==> config.mk <==
export PLATFORM = sky130hd
export DESIGN_NAME = mito_layer_sched_flat
export DESIGN_NICKNAME = d
export VERILOG_FILES = /design/src/rtl/mito_layer_sched_if.sv /design/src/rtl/mito_layer_sched.sv /design/src/flat_wrapper.sv
export SDC_FILE = /design/constraint.sdc
export NUM_CORES = 1
export LEC_CHECK = 0
export BUFFER_PORTS_ARGS = -buffer_cell sky130_fd_sc_hd__buf_2
export CAP_MARGIN = 10
export CORE_ASPECT_RATIO = 0.7
export CORE_MARGIN = 2
export CORE_UTILIZATION = 55
export DETAILED_ROUTE_END_ITERATION = 10
export PLACE_DENSITY = 0.77
export SKIP_LAST_GASP = 1
export SYNTH_ARGS = -nofsm -noshare
export SYNTH_HDL_FRONTEND = slang
export SYNTH_SLANG_ARGS = --single-unit
==> constraint.sdc <==
create_clock -name clk -period 3.2 [get_ports clk]
set_input_delay 0.16 -clock clk [delete_from_list [all_inputs] [get_ports clk]]
set_output_delay 0.16 -clock clk [all_outputs]
set_load 0.02 [all_outputs]
==> src/rtl/mito_layer_sched_if.sv <==
// -----------------------------------------------------------------------------
// mito_layer_sched_if
// Bundles the host command, buffer strobe and pipeline handshake signals of
// the MITO per-layer sequencer.
//   master : host / datapath side (drives start, config, ifm_valid, ofm_ready)
//   slave  : sequencer side (drives read strobes, mode, status, ofm_valid)
// Optional: MITO_SCHED_PERF_EN adds perf_stall_cnt (sequencer -> host).
// -----------------------------------------------------------------------------
interface mito_layer_sched_if #(
  parameter int TILE_CNT_WIDTH = 16
) ();
  logic                      start;
  logic [1:0]                cfg_layer_type;
  logic [TILE_CNT_WIDTH-1:0] cfg_num_tiles;
  logic                      ifm_valid;
  logic                      ofm_ready;
  logic [2:0]                ifm_read;
  logic                      wgt_read;
  logic                      bias_read;
  logic [1:0]                mode;
  logic [1:0]                layer_type;
  logic                      ofm_valid;
  logic                      busy;
  logic                      done;
  logic                      cfg_err;
`ifdef MITO_SCHED_PERF_EN
  logic [31:0]               perf_stall_cnt;

  modport master (
    output start, cfg_layer_type, cfg_num_tiles, ifm_valid, ofm_ready,
    input  ifm_read, wgt_read, bias_read, mode, layer_type, ofm_valid,
           busy, done, cfg_err, perf_stall_cnt
  );
  modport slave (
    input  start, cfg_layer_type, cfg_num_tiles, ifm_valid, ofm_ready,
    output ifm_read, wgt_read, bias_read, mode, layer_type, ofm_valid,
           busy, done, cfg_err, perf_stall_cnt
  );
`else
  modport master (
    output start, cfg_layer_type, cfg_num_tiles, ifm_valid, ofm_ready,
    input  ifm_read, wgt_read, bias_read, mode, layer_type, ofm_valid,
           busy, done, cfg_err
  );
  modport slave (
    input  start, cfg_layer_type, cfg_num_tiles, ifm_valid, ofm_ready,
    output ifm_read, wgt_read, bias_read, mode, layer_type, ofm_valid,
           busy, done, cfg_err
  );
`endif
endinterface

==> src/rtl/mito_layer_sched.sv <==
// -----------------------------------------------------------------------------
// mito_layer_sched
// Per-layer sequencer for the MITO datapath. A start pulse latches one layer
// descriptor; the block then strobes the bias and weight buffers, issues IFM
// beats under the ifm_valid/ofm_ready handshake, tracks beats in flight with a
// stallable delay line, drains it and pulses done.
// Ports:
//   clk   : rising-edge clock
//   rst_n : asynchronous active-low reset (aborts a layer, no done)
//   bus   : mito_layer_sched_if.slave (start/config/handshake in,
//           ifm_read/wgt_read/bias_read/mode/layer_type/ofm_valid/busy/
//           done/cfg_err out)
// Optional: MITO_SCHED_PERF_EN adds bus.perf_stall_cnt, a saturating count of
// COMPUTE/DRAIN stall cycles, cleared on each accepted start.
// Layer types: 0=CONV, 1=FC, 2=POOL, 3=reserved. PE_LATENCY must be >= 2 and
// >= POOL_LATENCY >= 1.
// -----------------------------------------------------------------------------
module mito_layer_sched #(
  parameter int WGT_LOAD_CYCLES = 9,
  parameter int PE_LATENCY      = 4,
  parameter int POOL_LATENCY    = 1,
  parameter int TILE_CNT_WIDTH  = 16
) (
  input  logic              clk,
  input  logic              rst_n,
  mito_layer_sched_if.slave bus
);
  localparam int WGT_CNT_W = (WGT_LOAD_CYCLES > 32'sd1) ? $clog2(WGT_LOAD_CYCLES) : 32'sd1;
  // POOL beats are injected this far up the line so every result exits the last stage.
  localparam int POOL_INJ  = PE_LATENCY - POOL_LATENCY;

  localparam logic [1:0] TYPE_CONV = 2'd0;
  localparam logic [1:0] TYPE_POOL = 2'd2;
  localparam logic [1:0] TYPE_RSVD = 2'd3;

  localparam logic [TILE_CNT_WIDTH-1:0] TILE_ZERO = {TILE_CNT_WIDTH{1'b0}};
  localparam logic [TILE_CNT_WIDTH-1:0] TILE_ONE  = {{(TILE_CNT_WIDTH-1){1'b0}}, 1'b1};
  localparam logic [WGT_CNT_W-1:0]      WGT_ZERO  = {WGT_CNT_W{1'b0}};
  localparam logic [WGT_CNT_W-1:0]      WGT_ONE   = {{(WGT_CNT_W-1){1'b0}}, 1'b1};
  localparam logic [WGT_CNT_W-1:0]      WGT_LAST  = WGT_CNT_W'(WGT_LOAD_CYCLES - 32'sd1);
  localparam logic [PE_LATENCY-1:0]     DL_ZERO   = {PE_LATENCY{1'b0}};

  typedef enum logic [2:0] {
    ST_IDLE    = 3'd0,
    ST_BIAS    = 3'd1,
    ST_WGT     = 3'd2,
    ST_COMPUTE = 3'd3,
    ST_DRAIN   = 3'd4,
    ST_DONE    = 3'd5
  } state_t;

  state_t                    state_r;
  state_t                    state_nxt_s;
  logic [1:0]                type_r;
  logic [TILE_CNT_WIDTH-1:0] beat_cnt_r;
  logic [WGT_CNT_W-1:0]      wgt_cnt_r;
  logic [2:0]                row_ptr_r;
  logic [PE_LATENCY-1:0]     dl_r;
  logic [PE_LATENCY-1:0]     dl_shift_s;
  logic                      bias_read_r;
  logic                      wgt_read_r;
  logic                      busy_r;
  logic                      done_r;
  logic                      cfg_err_r;
  logic                      start_acc_s;
  logic                      is_pool_s;
  logic                      accept_s;
  logic                      last_beat_s;
  logic                      dl_empty_next_s;

  assign start_acc_s = (state_r == ST_IDLE) && bus.start;
  assign is_pool_s   = (type_r == TYPE_POOL);
  assign accept_s    = (state_r == ST_COMPUTE) && (beat_cnt_r != TILE_ZERO)
                       && bus.ifm_valid && bus.ofm_ready;
  assign last_beat_s = accept_s && (beat_cnt_r == TILE_ONE);

  // Delay-line contents after one advance, with the accepted-beat strobe injected.
  always_comb begin
    dl_shift_s = {dl_r[PE_LATENCY-2:0], 1'b0};
    if (is_pool_s) begin
      dl_shift_s[POOL_INJ] = accept_s;
    end else begin
      dl_shift_s[0] = accept_s;
    end
  end

  // Looking one cycle ahead lets done land right after the last result transfer.
  assign dl_empty_next_s = bus.ofm_ready ? (dl_shift_s == DL_ZERO) : (dl_r == DL_ZERO);

  // Next-state decode for the layer sequence.
  always_comb begin
    state_nxt_s = state_r;
    case (state_r)
      ST_IDLE: begin
        if (!bus.start) begin
          state_nxt_s = ST_IDLE;
        end else if (bus.cfg_layer_type == TYPE_RSVD) begin
          state_nxt_s = ST_DONE;
        end else if (bus.cfg_layer_type == TYPE_POOL) begin
          state_nxt_s = (bus.cfg_num_tiles == TILE_ZERO) ? ST_DRAIN : ST_COMPUTE;
        end else begin
          state_nxt_s = ST_BIAS;
        end
      end
      ST_BIAS: state_nxt_s = ST_WGT;
      ST_WGT: begin
        if (wgt_cnt_r == WGT_ZERO) begin
          state_nxt_s = (beat_cnt_r == TILE_ZERO) ? ST_DRAIN : ST_COMPUTE;
        end else begin
          state_nxt_s = ST_WGT;
        end
      end
      ST_COMPUTE: begin
        if (last_beat_s) begin
          state_nxt_s = ST_DRAIN;
        end else begin
          state_nxt_s = ST_COMPUTE;
        end
      end
      ST_DRAIN: begin
        if (dl_empty_next_s) begin
          state_nxt_s = ST_DONE;
        end else begin
          state_nxt_s = ST_DRAIN;
        end
      end
      ST_DONE: state_nxt_s = ST_IDLE;
      default: state_nxt_s = ST_IDLE;
    endcase
  end

  // State register.
  always_ff @(posedge clk or negedge rst_n) begin
    if (!rst_n) begin
      state_r <= ST_IDLE;
    end else begin
      state_r <= state_nxt_s;
    end
  end

  // Status and buffer strobes registered from the next state.
  always_ff @(posedge clk or negedge rst_n) begin
    if (!rst_n) begin
      bias_read_r <= 1'b0;
      wgt_read_r  <= 1'b0;
      busy_r      <= 1'b0;
      done_r      <= 1'b0;
      cfg_err_r   <= 1'b0;
    end else begin
      bias_read_r <= (state_nxt_s == ST_BIAS);
      wgt_read_r  <= (state_nxt_s == ST_WGT);
      busy_r      <= (state_nxt_s != ST_IDLE);
      done_r      <= (state_nxt_s == ST_DONE);
      cfg_err_r   <= start_acc_s && (bus.cfg_layer_type == TYPE_RSVD);
    end
  end

  // Layer descriptor latch, beat counter and CONV row pointer.
  always_ff @(posedge clk or negedge rst_n) begin
    if (!rst_n) begin
      type_r     <= 2'd0;
      beat_cnt_r <= TILE_ZERO;
      row_ptr_r  <= 3'b001;
    end else if (start_acc_s) begin
      type_r     <= bus.cfg_layer_type;
      beat_cnt_r <= bus.cfg_num_tiles;
      row_ptr_r  <= 3'b001;
    end else if (accept_s) begin
      beat_cnt_r <= beat_cnt_r - TILE_ONE;
      if (type_r == TYPE_CONV) begin
        row_ptr_r <= {row_ptr_r[1:0], row_ptr_r[2]};
      end
    end
  end

  // Weight-load down-counter, loaded while in BIAS so WGT lasts exactly WGT_LOAD_CYCLES.
  always_ff @(posedge clk or negedge rst_n) begin
    if (!rst_n) begin
      wgt_cnt_r <= WGT_ZERO;
    end else if (state_r == ST_BIAS) begin
      wgt_cnt_r <= WGT_LAST;
    end else if ((state_r == ST_WGT) && (wgt_cnt_r != WGT_ZERO)) begin
      wgt_cnt_r <= wgt_cnt_r - WGT_ONE;
    end
  end

  // In-flight tracking; frozen whenever the OFM buffer back-pressures.
  always_ff @(posedge clk or negedge rst_n) begin
    if (!rst_n) begin
      dl_r <= DL_ZERO;
    end else if (bus.ofm_ready) begin
      dl_r <= dl_shift_s;
    end
  end

`ifdef MITO_SCHED_PERF_EN
  logic [31:0] perf_cnt_r;
  logic        stall_s;

  assign stall_s = ((state_r == ST_COMPUTE) || (state_r == ST_DRAIN))
                   && (!bus.ofm_ready || ((state_r == ST_COMPUTE) && !bus.ifm_valid));

  // Saturating stall-cycle counter.
  always_ff @(posedge clk or negedge rst_n) begin
    if (!rst_n) begin
      perf_cnt_r <= 32'd0;
    end else if (start_acc_s) begin
      perf_cnt_r <= 32'd0;
    end else if (stall_s && (perf_cnt_r != 32'hFFFF_FFFF)) begin
      perf_cnt_r <= perf_cnt_r + 32'd1;
    end
  end

  assign bus.perf_stall_cnt = perf_cnt_r;
`endif

  // ifm_read is the only output gated by live inputs: strobes fire on accepted beats only.
  assign bus.ifm_read   = accept_s ? ((type_r == TYPE_CONV) ? row_ptr_r : 3'b111) : 3'b000;
  assign bus.wgt_read   = wgt_read_r;
  assign bus.bias_read  = bias_read_r;
  assign bus.mode       = type_r;
  assign bus.layer_type = type_r;
  assign bus.ofm_valid  = dl_r[PE_LATENCY-1];
  assign bus.busy       = busy_r;
  assign bus.done       = done_r;
  assign bus.cfg_err    = cfg_err_r;

endmodule

==> src/flat_wrapper.sv <==
// flat-port wrapper written by rule: the top's interface ports become plain ports
module mito_layer_sched_flat 
#(
  parameter int WGT_LOAD_CYCLES = 9,
  parameter int PE_LATENCY      = 4,
  parameter int POOL_LATENCY    = 1,
  parameter int TILE_CNT_WIDTH  = 16
)
  (clk, rst_n, bus_start, bus_cfg_layer_type, bus_cfg_num_tiles, bus_ifm_valid, bus_ofm_ready, bus_ifm_read, bus_wgt_read, bus_bias_read, bus_mode, bus_layer_type, bus_ofm_valid, bus_busy, bus_done, bus_cfg_err);
  mito_layer_sched_if #(.TILE_CNT_WIDTH(TILE_CNT_WIDTH)) bus_i ();
  input  logic clk;
  input  logic rst_n;
  input wire logic [$bits(bus_i.start)-1:0] bus_start;
  input wire logic [$bits(bus_i.cfg_layer_type)-1:0] bus_cfg_layer_type;
  input wire logic [$bits(bus_i.cfg_num_tiles)-1:0] bus_cfg_num_tiles;
  input wire logic [$bits(bus_i.ifm_valid)-1:0] bus_ifm_valid;
  input wire logic [$bits(bus_i.ofm_ready)-1:0] bus_ofm_ready;
  output wire logic [$bits(bus_i.ifm_read)-1:0] bus_ifm_read;
  output wire logic [$bits(bus_i.wgt_read)-1:0] bus_wgt_read;
  output wire logic [$bits(bus_i.bias_read)-1:0] bus_bias_read;
  output wire logic [$bits(bus_i.mode)-1:0] bus_mode;
  output wire logic [$bits(bus_i.layer_type)-1:0] bus_layer_type;
  output wire logic [$bits(bus_i.ofm_valid)-1:0] bus_ofm_valid;
  output wire logic [$bits(bus_i.busy)-1:0] bus_busy;
  output wire logic [$bits(bus_i.done)-1:0] bus_done;
  output wire logic [$bits(bus_i.cfg_err)-1:0] bus_cfg_err;
  assign bus_i.start = bus_start;
  assign bus_i.cfg_layer_type = bus_cfg_layer_type;
  assign bus_i.cfg_num_tiles = bus_cfg_num_tiles;
  assign bus_i.ifm_valid = bus_ifm_valid;
  assign bus_i.ofm_ready = bus_ofm_ready;
  assign bus_ifm_read = bus_i.ifm_read;
  assign bus_wgt_read = bus_i.wgt_read;
  assign bus_bias_read = bus_i.bias_read;
  assign bus_mode = bus_i.mode;
  assign bus_layer_type = bus_i.layer_type;
  assign bus_ofm_valid = bus_i.ofm_valid;
  assign bus_busy = bus_i.busy;
  assign bus_done = bus_i.done;
  assign bus_cfg_err = bus_i.cfg_err;
  mito_layer_sched #(.WGT_LOAD_CYCLES(WGT_LOAD_CYCLES), .PE_LATENCY(PE_LATENCY), .POOL_LATENCY(POOL_LATENCY), .TILE_CNT_WIDTH(TILE_CNT_WIDTH)) u_core (.clk(clk), .rst_n(rst_n), .bus(bus_i));
endmodule
# Yosys cells after proc, flatten, opt, wreduce, memory -nomap -nowiden
# Cells that the tools add are included.
[classes] n_addsub=2 n_eq_ne=11 n_mux=21 reduce_logical=21
[ops] operator="2-to-1 mux 3 bit" n=12
[ops] operator="zero test 16 bit" n=2
[ops] operator="2-to-1 mux 16 bit" n=2
[ops] operator="equality test 16 x 1 -> 1 bit (second input constant)" n=1
[ops] operator="nonzero test 16 bit" n=1
[ops] operator="subtractor 16 x 1 -> 16 bit (second input constant)" n=1
[ops] operator="one-hot mux 3 bit (5 select lines)" n=1
[ops] operator="zero test 4 bit" n=3
[ops] operator="equality test 3 x 2 -> 1 bit (second input constant)" n=3
[ops] operator="2-to-1 mux 4 bit" n=2
[ops] operator="logical AND 1 bit" n=7
[ops] operator="equality test 2 bit (second input constant)" n=3
[ops] operator="equality test 3 x 1 -> 1 bit (second input constant)" n=2
[ops] operator="equality test 3 bit (second input constant)" n=2
[ops] operator="nonzero test 2 bit" n=3
[ops] operator="2-to-1 mux 1 bit" n=4
[ops] operator="nonzero test 4 bit" n=1
[ops] operator="subtractor 4 x 1 -> 4 bit (second input constant)" n=1
[ops] operator="zero test 3 bit" n=1
[ops] operator="nonzero test 3 bit" n=1
[ops] operator="zero test 2 bit" n=1
[ops] operator="AND reduction 2 bit" n=1
[word_totals] regBits=37 inputBits=23 output_inout_bits=13 elab_cells=66

# Depth between registers and ports, before layout
[depth] depth_word=10 depth_mapped=9 mapped_depth_nobuf=8

# Worst setup path after synthesis
# Ideal clock, no wire load.
[synth_path] path_type="reg2reg" startpoint="register u_core.beat_cnt_r[4]" endpoint="register u_core.beat_cnt_r[13]" setup_ps=131 arrival_ps=2189 required_time_ps=3069 path_slack_ps=880 path_stages_with_launch=7 path_buffers=0 synth_period_minus_slack_ps=2320 path_cell_list="dfrtp_1 > or4_4 > or3_4 > or2_4 > or4_4 > nand3_1 > o211ai_1"
[synth_via] elab_chain_cells=5 elab_cells_between_ends=8 cone_classes="add/sub (1); mux (2); reduce/logical (5)"
[synth_rtl] item="start: declaration" line="mito_layer_sched.sv:55" rtl="logic [TILE_CNT_WIDTH-1:0] beat_cnt_r;"
[synth_rtl] item="start signal: assignment" line="mito_layer_sched.sv:166" rtl="beat_cnt_r <= bus.cfg_num_tiles;"
[synth_rtl] item="start signal: assignment" line="mito_layer_sched.sv:169" rtl="beat_cnt_r <= beat_cnt_r - TILE_ONE;"
[synth_rtl] item="parallel branches: the longest is 5 deep, another holds subtractor 16 x 1 -> 16 bit"
# Several ways; the timed one is not identified. The select of a mux whose other input is x is not followed.
# A chain may end at the register's enable or synchronous reset.

# Worst setup path in the final report
[layout_path] startpoint="register u_core.beat_cnt_r[0]" endpoint="output bus_ifm_read[0]"
[layout_via] elab_chain_cells=5
[layout_rtl] item="nonzero test 16 bit" line="mito_layer_sched.sv:73" rtl="assign accept_s = (state_r == ST_COMPUTE) && (beat_cnt_r != TILE_ZERO)"
[layout_rtl] item="logical AND 1 bit" line="mito_layer_sched.sv:73"
[layout_rtl] item="logical AND 1 bit (2 in a row)" line="mito_layer_sched.sv:74" rtl="&& bus.ifm_valid && bus.ofm_ready;"
[layout_rtl] item="2-to-1 mux 3 bit" line="mito_layer_sched.sv:218" rtl="assign bus.ifm_read = accept_s ? ((type_r == TYPE_CONV) ? row_ptr_r : 3'b111) : 3'b000;"
[layout_rtl] item="end: declaration" line="flat_wrapper.sv:18" rtl="output wire logic [$bits(bus_i.ifm_read)-1:0] bus_ifm_read;"
# Every way passes these cells.

==> impl_metrics.json <==
{
  "status": "complete, but fails checks",
  "violations": "hold timing",
  "synth_top_area_frac": 0.448,
  "setup_tns_ps": 0,
  "ff2ff_setup_slack_ps": 700,
  "htree_levels": 2,
  "vias": 1801,
  "grt_usage": 0.237,
  "drt_iter0_drc": 111,
  "cts_root_buffer": "clkbuf_8",
  "finalCritPeriodShare": 0.811,
  "nFillCells": 301,
  "drc": 0,
  "netlist_area_sq_mm": 0.00201,
  "grt_max_degree": 38,
  "combPwrFrac": 0.419,
  "cts_resized": 0,
  "cap_violations": 0,
  "grt_pass1_vias": 1537,
  "grt_first_pass_wirelength_um": 7510,
  "cp_slowest_cell": "nand2_1",
  "worstPathArrival_ps": 2430,
  "startpoint_type": "flop",
  "die_h_um": 54.6,
  "num_io_pins": 36,
  "end_kind": "output port",
  "finClkSkew_ps": 6.88,
  "dp_hpwl_um": 3360,
  "synthDistinctLibCells": 48,
  "area_delta_synth_final_pct": 15.3,
  "p_clk_frac": 0.157,
  "fin_total_pwr_w": 0.00207,
  "grt_remaining_overflow": 0,
  "crit_chain": "inv_1, ha_1, nor4b_1, nand4_1, nand2_1, nor2_1, buf_2",
  "synthCells": 219,
  "slew_violations": 0,
  "clock-sinks": 37,
  "required_ps": 3040,
  "r2r_end": "u_core.beat_cnt_r[4]",
  "path_max_fanout": 14,
  "wirelength_um": 4640,
  "synth.most_common_cell": "dfrtp_1",
  "clkTransAtPathRegs_ps": 70,
  "fp.dieW_um": 76.2,
  "die_area_sq_mm": 0.00416,
  "dr.pass1.iters": 4,
  "rsz0062_at_grt": "no",
  "cts_buffers": 5,
  "synth-async-reset-ratio": 1.00,
  "ys.flop_type": "dfrtp_1",
  "place.gp.congestion": 0.877,
  "portBuffers": 35,
  "place_area_sq_mm": 0.00223,
  "diodes": 0,
  "reg2reg_depth": 7,
  "synth.area.top_cells": "dfrtp_1 (45%), nand2_1 (6.2%), nor2_1 (5.0%)",
  "hold_viol_final": 36,
  "seq_power_share": 0.424,
  "r2r-start": "u_core.beat_cnt_r[0]",
  "nNetsFinal": 284,
  "p_switching_w": 0.000869,
  "hp-class": "input port to asynchronous set/reset pin",
  "dp_slack_ps": 743,
  "start_util": 0.572,
  "setup.worst_path.class": "flop to output port",
  "cts_tree": "built",
  "power.internal_w": 0.00120,
  "cts_buffer_depth": 2,
  "cts_hold_buf": 0,
  "core_region_area_sq_mm": 0.00351,
  "synth_edf_count": 0,
  "synth_warnings": 0,
  "clock.fmax_mhz": 385,
  "max_stage_delay_ps": 450,
  "vdd_ir_drop_max_mv": 0.594,
  "std_cell_rows": 18,
  "power_per_cell_area_mw_per_mm2": 893,
  "setup_ws_ps": 605,
  "synthTopCellsByCount": "dfrtp_1 (36), nand2_1 (33), nor2_1 (27)",
  "post_synth.cell_area_avg_sq_um": 9.18,
  "worstMarginPinSlew_ps": 821,
  "final_layout_size_suffix_gt1_frac": 0.221,
  "ys_seq_area_frac": 0.461,
  "relSlewSlack": 0.453,
  "setup_violations": 0,
  "wl_per_cell_um": 15.1,
  "routed_via_density": 5.85,
  "synth-seq-cells": 37,
  "power_leakage_nw": 1.02,
  "ant_nets": 0,
  "synth.largest_area_cell": "dfrtp_1",
  "switching_share": 0.420,
  "syn_nets": 245,
  "hold_ws_ps": -28.8,
  "clk_latency_ps": 280,
  "grt_antenna_before_repair": 0,
  "dp_cells": 301,
  "design_area_sq_mm": 0.00232,
  "post_cts_buffers": 0,
  "post-route-min-period_ps": 2590,
  "finalNonFillerCells": 308
}
## metrics by stage
step,hold slack [ps],util
2_1_floorplan,-136,-
3_3_place_gp,295,0.635
3_5_place_dp,302,0.635
4_1_cts,1.15,0.660
5_1_grt,37.7,0.660
6_report,-28.8,0.660
## kinds of logic after synthesis
group,share of synthesized area
and+or+nand+nor,0.303
buffers and inverters,0.0355
muxes,0.0162
xor gates and xnor gates,0.0218
adders and majority gates,0.0187
DFF,0.461
AOI/OAI and AO/OA,0.143
## state kept, by name (all words and copies together), names as in the netlist
signal	flops
u_core.beat_cnt_r	16
u_core.bus.busy	1
u_core.dl_r	4
u_core.bus.done	1
u_core.bus.cfg_err	1
u_core.bus.bias_read	1
u_core.bus.layer_type	2
u_core.state_r	3
u_core.bus.wgt_read	1
u_core.row_ptr_r	3
u_core.wgt_cnt_r	4
## routing by layer
metal | vias up | GRT usage | wire length (um) | share of wire
met3 | 5 | 0.0693 | 359 | 0.077
met4 | 0 | 0.0697 | 39 | 0.0084
li1 | 886 | - | - | -
met1 | 838 | 0.356 | 2390 | 0.51
met5 | - | 0 | 0 | 0
met2 | 72 | 0.333 | 1850 | 0.40
## worst max path at each step
| stage | start | endpoint | depth (start not counted) | slack [ps] |
|---|---|---|---|---|
| 2_1_floorplan | u_core.beat_cnt_r[4] | u_core.beat_cnt_r[13] | 6 | 880 |
| 3_3_place_gp | u_core.beat_cnt_r[4] | u_core.bus.busy | 6 | 740 |
| 3_5_place_dp | u_core.beat_cnt_r[4] | u_core.wgt_cnt_r[1] | 6 | 740 |
| 4_1_cts | u_core.beat_cnt_r[0] | bus_ifm_read[2] | 7 | 660 |
| 5_1_grt | u_core.beat_cnt_r[0] | bus_ifm_read[0] | 7 | 350 |
| 6_report | u_core.beat_cnt_r[0] | bus_ifm_read[0] | 7 | 610 |
## area by class of cell
cell class	count	area [sq um]	share of cell area
clock buffers	7	86.3	0.0373
repair buffers	38	198	0.0853
flip-flops and latches	37	927	0.400
inverters	7	26.3	0.0113
well taps	50	62.6	0.0270
multi-input cells	169	1020	0.439
## power groups by stage
stage	registers, W	clock network [W]	logic, W
final	0.000876	0.000325	0.000868
after global routing	0.000904	0.000354	0.000970
after CTS	0.000869	0.000330	0.000867
after detailed placement	0.000870	0	0.000867
after global placement	0.000872	0	0.000844
after floorplan	0.000865	0	0.000633
## critical path, delay by kind of cell (launching register included)
family / cells / cell delay (ps)
AND/OR/NAND/NOR: 4 / 1170
flip-flops: 1 / 410
buffers and inverters: 2 / 300
adder cells (fa/ha/maj): 1 / 260
## placed cells by master (no fill, tap or decap), drive strengths merged, types with 2 or more instances in the layout
master   n
buf     38
dfrtp   36
nand2   33
nor2    27
o21ai   16
nor4    10
nor3    10
inv      7
nand3    7
a21oi    7
clkbuf   7
nor4b    5
o211ai   4
a221o    4
o22ai    3
and3     3
xnor2    3
ha       3
or4      3
or3      3
nand3b   2
and4     2
nand2b   2
o21a     2
o32ai    2
o311ai   2
xor2     2
mux2     2
or2      2
Note: power is estimated with default switching activity, not from simulation.
